--- src/rtl/my_module_fifo_if.sv ---
// Valid/ready stream bundle for my_module_fifo: producer side, consumer side and status.
// master drives the stream into the FIFO and consumes its output; slave is the FIFO itself.
interface my_module_fifo_if #(
  parameter int WIDTH = 8,
  parameter int DEPTH = 4
);
  localparam int CW = $clog2(DEPTH + 1);

  logic [WIDTH-1:0] data_in;
  logic             in_valid;
  logic             in_ready;
  logic [WIDTH-1:0] data_out;
  logic             valid;
  logic             out_ready;
  logic [CW-1:0]    count;
  logic             overflow;

  modport master (
    output data_in, in_valid, out_ready,
    input  in_ready, data_out, valid, count, overflow
  );

  modport slave (
    input  data_in, in_valid, out_ready,
    output in_ready, data_out, valid, count, overflow
  );
endinterface

--- src/rtl/my_module_fifo.sv ---
// Fully registered first-word-fall-through FIFO with occupancy count and sticky overflow.
// data_out is a register loaded with the next head word, so no input reaches an output without a flop.
module my_module_fifo #(
  parameter int WIDTH = 8,
  parameter int DEPTH = 4,
  localparam int CW = $clog2(DEPTH + 1)
) (
  input  logic             clk,
  input  logic             reset_n,
  input  logic             clear,
  my_module_fifo_if.slave  bus
);
  localparam int AW = $clog2(DEPTH);

  logic [WIDTH-1:0] mem [DEPTH];
  logic [AW-1:0]    wr_ptr;
  logic [AW-1:0]    rd_ptr;
  logic [CW-1:0]    count;
  logic [WIDTH-1:0] dout_q;
  logic             ovf_q;

  logic             full;
  logic             empty;
  logic             push;
  logic             pop;
  logic [AW-1:0]    rd_ptr_nxt;
  logic [CW-1:0]    count_after_pop;
  logic [WIDTH-1:0] head_nxt;

  assign full  = (count == CW'(DEPTH));
  assign empty = (count == '0);
  assign push  = bus.in_valid & ~full;
  assign pop   = ~empty & bus.out_ready;

  assign bus.in_ready = ~full;
  assign bus.valid    = ~empty;
  assign bus.count    = count;
  assign bus.data_out = dout_q;
  assign bus.overflow = ovf_q;

  // Next head word: if the pop leaves nothing stored, the incoming word becomes the head directly.
  always_comb begin
    rd_ptr_nxt      = rd_ptr + AW'(pop);
    count_after_pop = count - CW'(pop);
    head_nxt        = dout_q;
    if (count_after_pop == '0) begin
      if (push) begin
        head_nxt = bus.data_in;
      end
    end else begin
      head_nxt = mem[rd_ptr_nxt];
    end
  end

  always_ff @(posedge clk) begin
    if (!clear && push) begin
      mem[wr_ptr] <= bus.data_in;
    end
  end

  always_ff @(posedge clk or negedge reset_n) begin
    if (!reset_n) begin
      wr_ptr <= '0;
      rd_ptr <= '0;
      count  <= '0;
      dout_q <= '0;
      ovf_q  <= 1'b0;
    end else if (clear) begin
      wr_ptr <= '0;
      rd_ptr <= '0;
      count  <= '0;
      dout_q <= '0;
      ovf_q  <= 1'b0;
    end else begin
      wr_ptr <= wr_ptr + AW'(push);
      rd_ptr <= rd_ptr_nxt;
      count  <= count + CW'(push) - CW'(pop);
      dout_q <= head_nxt;
      if (bus.in_valid && full) begin
        ovf_q <= 1'b1;
      end
    end
  end
endmodule
--- src/flat_wrapper.sv ---
// flat-port wrapper written by rule: the top's interface ports become plain ports
module my_module_fifo_flat 
#(
  parameter int WIDTH = 8,
  parameter int DEPTH = 4,
  localparam int CW = $clog2(DEPTH + 1)
)
  (clk, reset_n, clear, bus_data_in, bus_in_valid, bus_out_ready, bus_in_ready, bus_data_out, bus_valid, bus_count, bus_overflow);
  my_module_fifo_if #(.WIDTH(WIDTH), .DEPTH(DEPTH)) bus_i ();
  input  logic clk;
  input  logic reset_n;
  input  logic clear;
  input wire logic [$bits(bus_i.data_in)-1:0] bus_data_in;
  input wire logic [$bits(bus_i.in_valid)-1:0] bus_in_valid;
  input wire logic [$bits(bus_i.out_ready)-1:0] bus_out_ready;
  output wire logic [$bits(bus_i.in_ready)-1:0] bus_in_ready;
  output wire logic [$bits(bus_i.data_out)-1:0] bus_data_out;
  output wire logic [$bits(bus_i.valid)-1:0] bus_valid;
  output wire logic [$bits(bus_i.count)-1:0] bus_count;
  output wire logic [$bits(bus_i.overflow)-1:0] bus_overflow;
  assign bus_i.data_in = bus_data_in;
  assign bus_i.in_valid = bus_in_valid;
  assign bus_i.out_ready = bus_out_ready;
  assign bus_in_ready = bus_i.in_ready;
  assign bus_data_out = bus_i.data_out;
  assign bus_valid = bus_i.valid;
  assign bus_count = bus_i.count;
  assign bus_overflow = bus_i.overflow;
  my_module_fifo #(.WIDTH(WIDTH), .DEPTH(DEPTH)) u_core (.clk(clk), .reset_n(reset_n), .clear(clear), .bus(bus_i));
endmodule
--- config.mk ---
export PLATFORM = sky130hd
export DESIGN_NAME = my_module_fifo_flat
export DESIGN_NICKNAME = d
export VERILOG_FILES = /design/src/rtl/my_module_fifo_if.sv /design/src/rtl/my_module_fifo.sv /design/src/flat_wrapper.sv
export SDC_FILE = /design/constraint.sdc
export NUM_CORES = 1
export LEC_CHECK = 0
export CAP_MARGIN = 15
export CORE_MARGIN = 3
export CORE_UTILIZATION = 30
export DETAILED_ROUTE_END_ITERATION = 8
export HOLD_SLACK_MARGIN = 0.02
export SLEW_MARGIN = 0
export SYNTH_ARGS = -nofsm -noshare
export SYNTH_HDL_FRONTEND = slang
export SYNTH_SLANG_ARGS = --single-unit
--- constraint.sdc ---
create_clock -name clk -period 2.8 [get_ports clk]
set_clock_uncertainty 0.1 [all_clocks]
set_input_delay 0.56 -clock clk [delete_from_list [all_inputs] [get_ports clk]]
set_output_delay 0.56 -clock clk [all_outputs]
set_load 0.05 [all_outputs]
* Word level (Yosys, flattened, before mapping) *
Memories as Yosys holds them, arrays and structs flattened.
Cells that the tools add are included.

storage, ports and cells
  register bits after elaboration = 16
  memory bits (writable) = 32
  input port bits = 13
  output and inout port bits = 14
  word-level logic and storage cells = 33
  memories = 1

cells by class
  add/sub/neg operators = 5
  equality and inequality tests = 2
  multiplexer cells = 10
  bitwise logic cells = 4
  reductions and logical operators = 6

memory list
  memory      words  width  rd ports  clocked after memory_dff  write ports  RTL line              RTL
  u_core.mem  4      8      1         0                         1            my_module_fifo.sv:15  logic [WIDTH-1:0] mem [DEPTH];

operator list
  kind                  number
  $mux W8               3
  $logic_not A3 Y1      2
  $sub A3 B1 Y3         2
  $add A2 B1 Y2         2
  $mux W1               4
  $mux W2               2
  $add A3 B1 Y3         1
  $eq A3 B3 Y1 const B  1
  $mux W3               1
  $ne A3 B2 Y1 const B  1
  $and A1 B1 Y1         2
  $logic_and A1 B1 Y1   2
  $not A1 Y1            2
  $reduce_bool A2 Y1    1
  $logic_not A1 Y1      1

* Longest topological paths before layout *
  depth after elaboration = 7
  gate-level depth with buffers = 10
  gate-level depth less buffers = 10

* Worst setup path before layout *
Ideal clock, no wire load.

  path type = flip-flop to flip-flop
  from = register u_core.count[1] (netlist: u_core.bus.count[1])
  to = register u_core.count[2] (netlist: u_core.bus.count[2])
  setup time = 0.132 ns
  arrival = 2.778 ns
  data required time = 2.568 ns
  path slack = -0.210 ns
  stages on the path, launching flop included = 11
  path buffers = 0
  clock period less this slack = 3.010 ns
  path through = dfrtp_1 or3_1 and2_1 ha_1 inv_1 ha_1 inv_1 fa_1 xnor2_1 xnor2_1 nor2_1

on the way
  elaborated cells between the ends (all ways) = 9
  those cells by class = add/sub: 2; eq/ne: 1; mux: 1; bitwise: 4; reduce/logical: 1

RTL lines
  element                 RTL line              RTL
  start, declared         my_module_fifo.sv:18  logic [CW-1:0] count;
  start signal, assigned  my_module_fifo.sv:77  count <= count + CW'(push) - CW'(pop);
  $logic_not A3 Y1        my_module_fifo.sv:31  assign empty = (count == '0);
  $not A1 Y1              n/a
  named net bus_valid     flat_wrapper.sv:18    output wire logic [$bits(bus_i.valid)-1:0] bus_valid;
  $and A1 B1 Y1           my_module_fifo.sv:33  assign pop = ~empty & bus.out_ready;
  $sub A3 B1 Y3           my_module_fifo.sv:77
  $mux W3                 my_module_fifo.sv:68  end else if (clear) begin

The timed path passes the listed nets, and every way through them passes these cells.
A chain may end at the register's enable or synchronous reset.

* Worst setup path in the final report *
  from = register u_core.count[2] (netlist: u_core.bus.count[2])
  to = output port bus_in_ready

on the way
  cells in the longest elaborated chain, start to end = 2

RTL lines
  element        RTL line              RTL
  $eq A3 B3 Y1   my_module_fifo.sv:30  assign full = (count == CW'(DEPTH));
  $not A1 Y1     my_module_fifo.sv:35  assign bus.in_ready = ~full;
  end, declared  flat_wrapper.sv:16    output wire logic [$bits(bus_i.in_ready)-1:0] bus_in_ready;

No other way between the ends.

==> flow_metrics.env <==
export IMPL_fin_hold_ws_ns=0.4147
export IMPL_fmax_ghz=0.3885
export IMPL_syn_nets=174
export IMPL_ys_flop_type="edfxtp_1"
export IMPL_gr_total_overflow=0
export IMPL_r2r_end="u_core.bus.count[2]"
export IMPL_cp_arrival_ns=1.91
export IMPL_pin_count=27
export IMPL_diodes=0
export IMPL_worstHoldPathCells=2
export IMPL_ys_seq_area_share_pct=64.38
export IMPL_period_share_pct=91.94
export IMPL_detail_route_iter0_violations=76
export IMPL_fin_nets=218
export IMPL_rows=29
export IMPL_cap_violations=0
export IMPL_cts_tree="built"
export IMPL_maxSlewViolCount=0
export IMPL_drive_gt1_share_pct=19.50
export IMPL_r2r_setup_slack_ns=0.27
export IMPL_syn_area_um2=2115
export IMPL_p_per_area_nw_per_um2=983.0
export IMPL_yosys_area_top_type="edfxtp_1"
export IMPL_synth_area_top_cells="edfxtp_1, dfrtp_1, nand2_1, o211a_1, mux2_4"
export IMPL_cts_root_buf="clkbuf_8"
export IMPL_holdBufCountCts=0
export IMPL_status="complete, no violations"
export IMPL_firstDrtPassIters=5
export IMPL_synth_edf_count=32
export IMPL_rsz0062_at_grt="false"
export IMPL_wire_per_inst_um=15.44
export IMPL_antenna_left=0
export IMPL_vias_per_cell=4.648
export IMPL_num_fill_cells=658
export IMPL_portBuffers=26
export IMPL_r2r_start="u_core.bus.count[1]"
export IMPL_hold_path_end="u_core.bus.overflow"
export IMPL_end_kind="primary output"
export IMPL_cp_cell_sequence="buf_4 > or3b_4 > clkdlybuf4s50_1"
export IMPL_reg2reg_depth=10
export IMPL_path_buf_inv=2
export IMPL_synthDistinctLibCells=29
export IMPL_die_x_um=89.96
export IMPL_power_leakage_uw=0.001097
export IMPL_relSlewSlack_pct=59.99
export IMPL_numCtsBuffers=5
export IMPL_core_area_um2=6604
export IMPL_crit_type="register to primary output"
export IMPL_hold_start="u_core.bus.overflow"
export IMPL_vias=1362
export IMPL_wl_mm=4.525
export IMPL_antenna_found_initial=0
export IMPL_period_minus_slack_ns=2.574
export IMPL_fin_tns_setup_ns=0
export IMPL_cts_setup_buffers=0
export IMPL_cp_start_kind="register"
export IMPL_area_growth_pct=27.69
export IMPL_clkLatencyLatePin_ns=0.30
export IMPL_setup_viol=0
export IMPL_drcViolationCount=0
export IMPL_dieArea_um2=8092
export IMPL_gp_congestion=0.7362
export IMPL_synth_commonest_cells="edfxtp_1, nand2_1, dfrtp_1"
export IMPL_crit_required_ns=2.14
export IMPL_cp_slowest_cell="clkdlybuf4s50_1"
export IMPL_clock_sinks=48
export IMPL_place_hpwl_mm=2.980
export IMPL_htreeDepth=2
export IMPL_clk_pin_slew_worst_paths_ns=0.08
export IMPL_ys_warn_count=0
export IMPL_slowest_delay_ns=0.71
export IMPL_grt_usage_pct=11.55
export IMPL_synthCells=155
export IMPL_ir_drop_v=0.0003101
export IMPL_ys_ff_latch=48
export IMPL_cpLargestDelayFamily="buffers and inverters"
export IMPL_synth_top_area_share_pct=45.44
export IMPL_fin_util_pct=40.89
export IMPL_synth_avg_cell_area_um2=13.64
export IMPL_path_max_fanout=5
export IMPL_die_h_um=89.96
export IMPL_async_reset_ff_share_pct=33.33
export IMPL_grt_max_degree=18
export IMPL_grt_pass1_vias=1397
export IMPL_min_path_type="register to register"
export IMPL_cts_path_max_buffers=2
export IMPL_worstMarginPinSlew_ns=0.5920
export IMPL_grt_pass1_wl_mm=7.238
export IMPL_hold_viol=0
export IMPL_initial_core_util_pct=32.02
[cell families (layout without fill, tap and decap cells)]
group / Yosys count / count (layout) / share of synthesized area [%]
AO/OA/AOI/OAI: 18 / 18 / 6.864
AND/OR/NAND/NOR: 57 / 57 / 13.31
XOR/XNOR: 6 / 6 / 3.196
adder cells (fa/ha/maj): 6 / 6 / 3.905
multiplexers: 8 / 8 / 5.148
flip-flops: 48 / 48 / 64.38
buffers and inverters: 12 / 57 / 3.196
[worst max path at each step]
stage                                   start                     end  slack (ns)  cells past startpoint
after detailed placement        bus_out_ready  u_core.bus.data_out[5]       -0.02                      7
after global placement          bus_out_ready  u_core.bus.data_out[1]         0.1                      7
final                     u_core.bus.count[2]            bus_in_ready        0.23                      3
after floorplan           u_core.bus.count[2]     u_core.bus.count[2]        0.01                     10
after global routing      u_core.bus.count[1]     u_core.bus.count[2]         0.1                     10
after CTS                 u_core.bus.count[1]  u_core.bus.data_out[5]        0.08                      7
[worst register-to-register path, stage by stage, from the launching register on]
cell and delay (ns):
dfrtp_2 0.45, or3_4 0.39, and2_1 0.20, ha_1 0.31
inv_1 0.07, ha_1 0.14, inv_1 0.05, fa_1 0.37
xnor2_1 0.17, xnor2_1 0.13, nor2_1 0.05
[metrics by stage]
| step | std cells | cell area, um^2 | setup slack [ns] | power [uW] |
|---|---|---|---|---|
| global route | 293 | 2700 | 0.09826 | 2800 |
| global placement | 285 | 2596 | 0.09915 | 2218 |
| CTS | 293 | 2689 | 0.08329 | 2661 |
| detailed placement | 285 | 2596 | -0.01856 | 2233 |
| finish | 293 | 2700 | 0.2257 | 2654 |
| floorplan | 155 | 2121 | 0.01466 | 1799 |
[state kept, by name, summed over array words and instances (netlist names)]
| name | count |
|---|---|
| u_core.bus.data_out | 8 |
| u_core.bus.overflow | 1 |
| u_core.rd_ptr | 2 |
| u_core.bus.count | 3 |
| u_core.mem | 32 |
| u_core.wr_ptr | 2 |
[metal layers]
layer	global-route usage [%]	share of wire, %	vias to the layer above
met5	0	0	-
met1	14.51	46	662
met3	2.838	5.3	7
met4	5.230	1.5	0
met2	18.86	47	43
li1	-	-	650
[timing repair]
| item | in CTS | in global routing |
|---|---|---|
| resized for setup | 0 | 1 |
| endpoints found under the hold margin | 0 | 0 |
| endpoints found under the setup margin | 0 | 5 |
[cells in the final DEF (no fill, tap or decap), types with 2 or more instances in the layout]
cell,Yosys,routed
clkinv_2,0,2
ha_1,5,5
inv_1,5,5
nor4b_2,0,2
xnor2_1,4,4
a31oi_1,9,9
clkdlybuf4s50_1,0,26
clkbuf_8,0,6
nor2b_1,3,3
dfrtp_1,16,15
nor2_1,5,5
nand4_1,8,8
buf_4,1,18
mux2_4,5,5
o211a_1,8,8
edfxtp_1,32,32
mux2_1,3,3
nand2_1,32,32
[report_power, final]
part,total [uW],internal [uW],switching [uW],leakage [uW]
logic,1290,515,775,0.000548
clock network,427,197,229,0.0000510
registers,937,870,67.6,0.000498
[area by class of cell]
| cell class | instances | area [um^2] | area share [%] |
|---|---|---|---|
| clock inverter | 2 | 10.01 | 0.3707 |
| tap | 93 | 116.4 | 4.310 |
| inverter | 5 | 18.77 | 0.6951 |
| clock buffer | 6 | 82.58 | 3.058 |
| sequential | 48 | 1363 | 50.46 |
| multi-input combinational | 95 | 714.4 | 26.46 |
| timing repair buffer | 44 | 395.4 | 14.64 |
No activity file was read; power rests on OpenSTA's default activity.
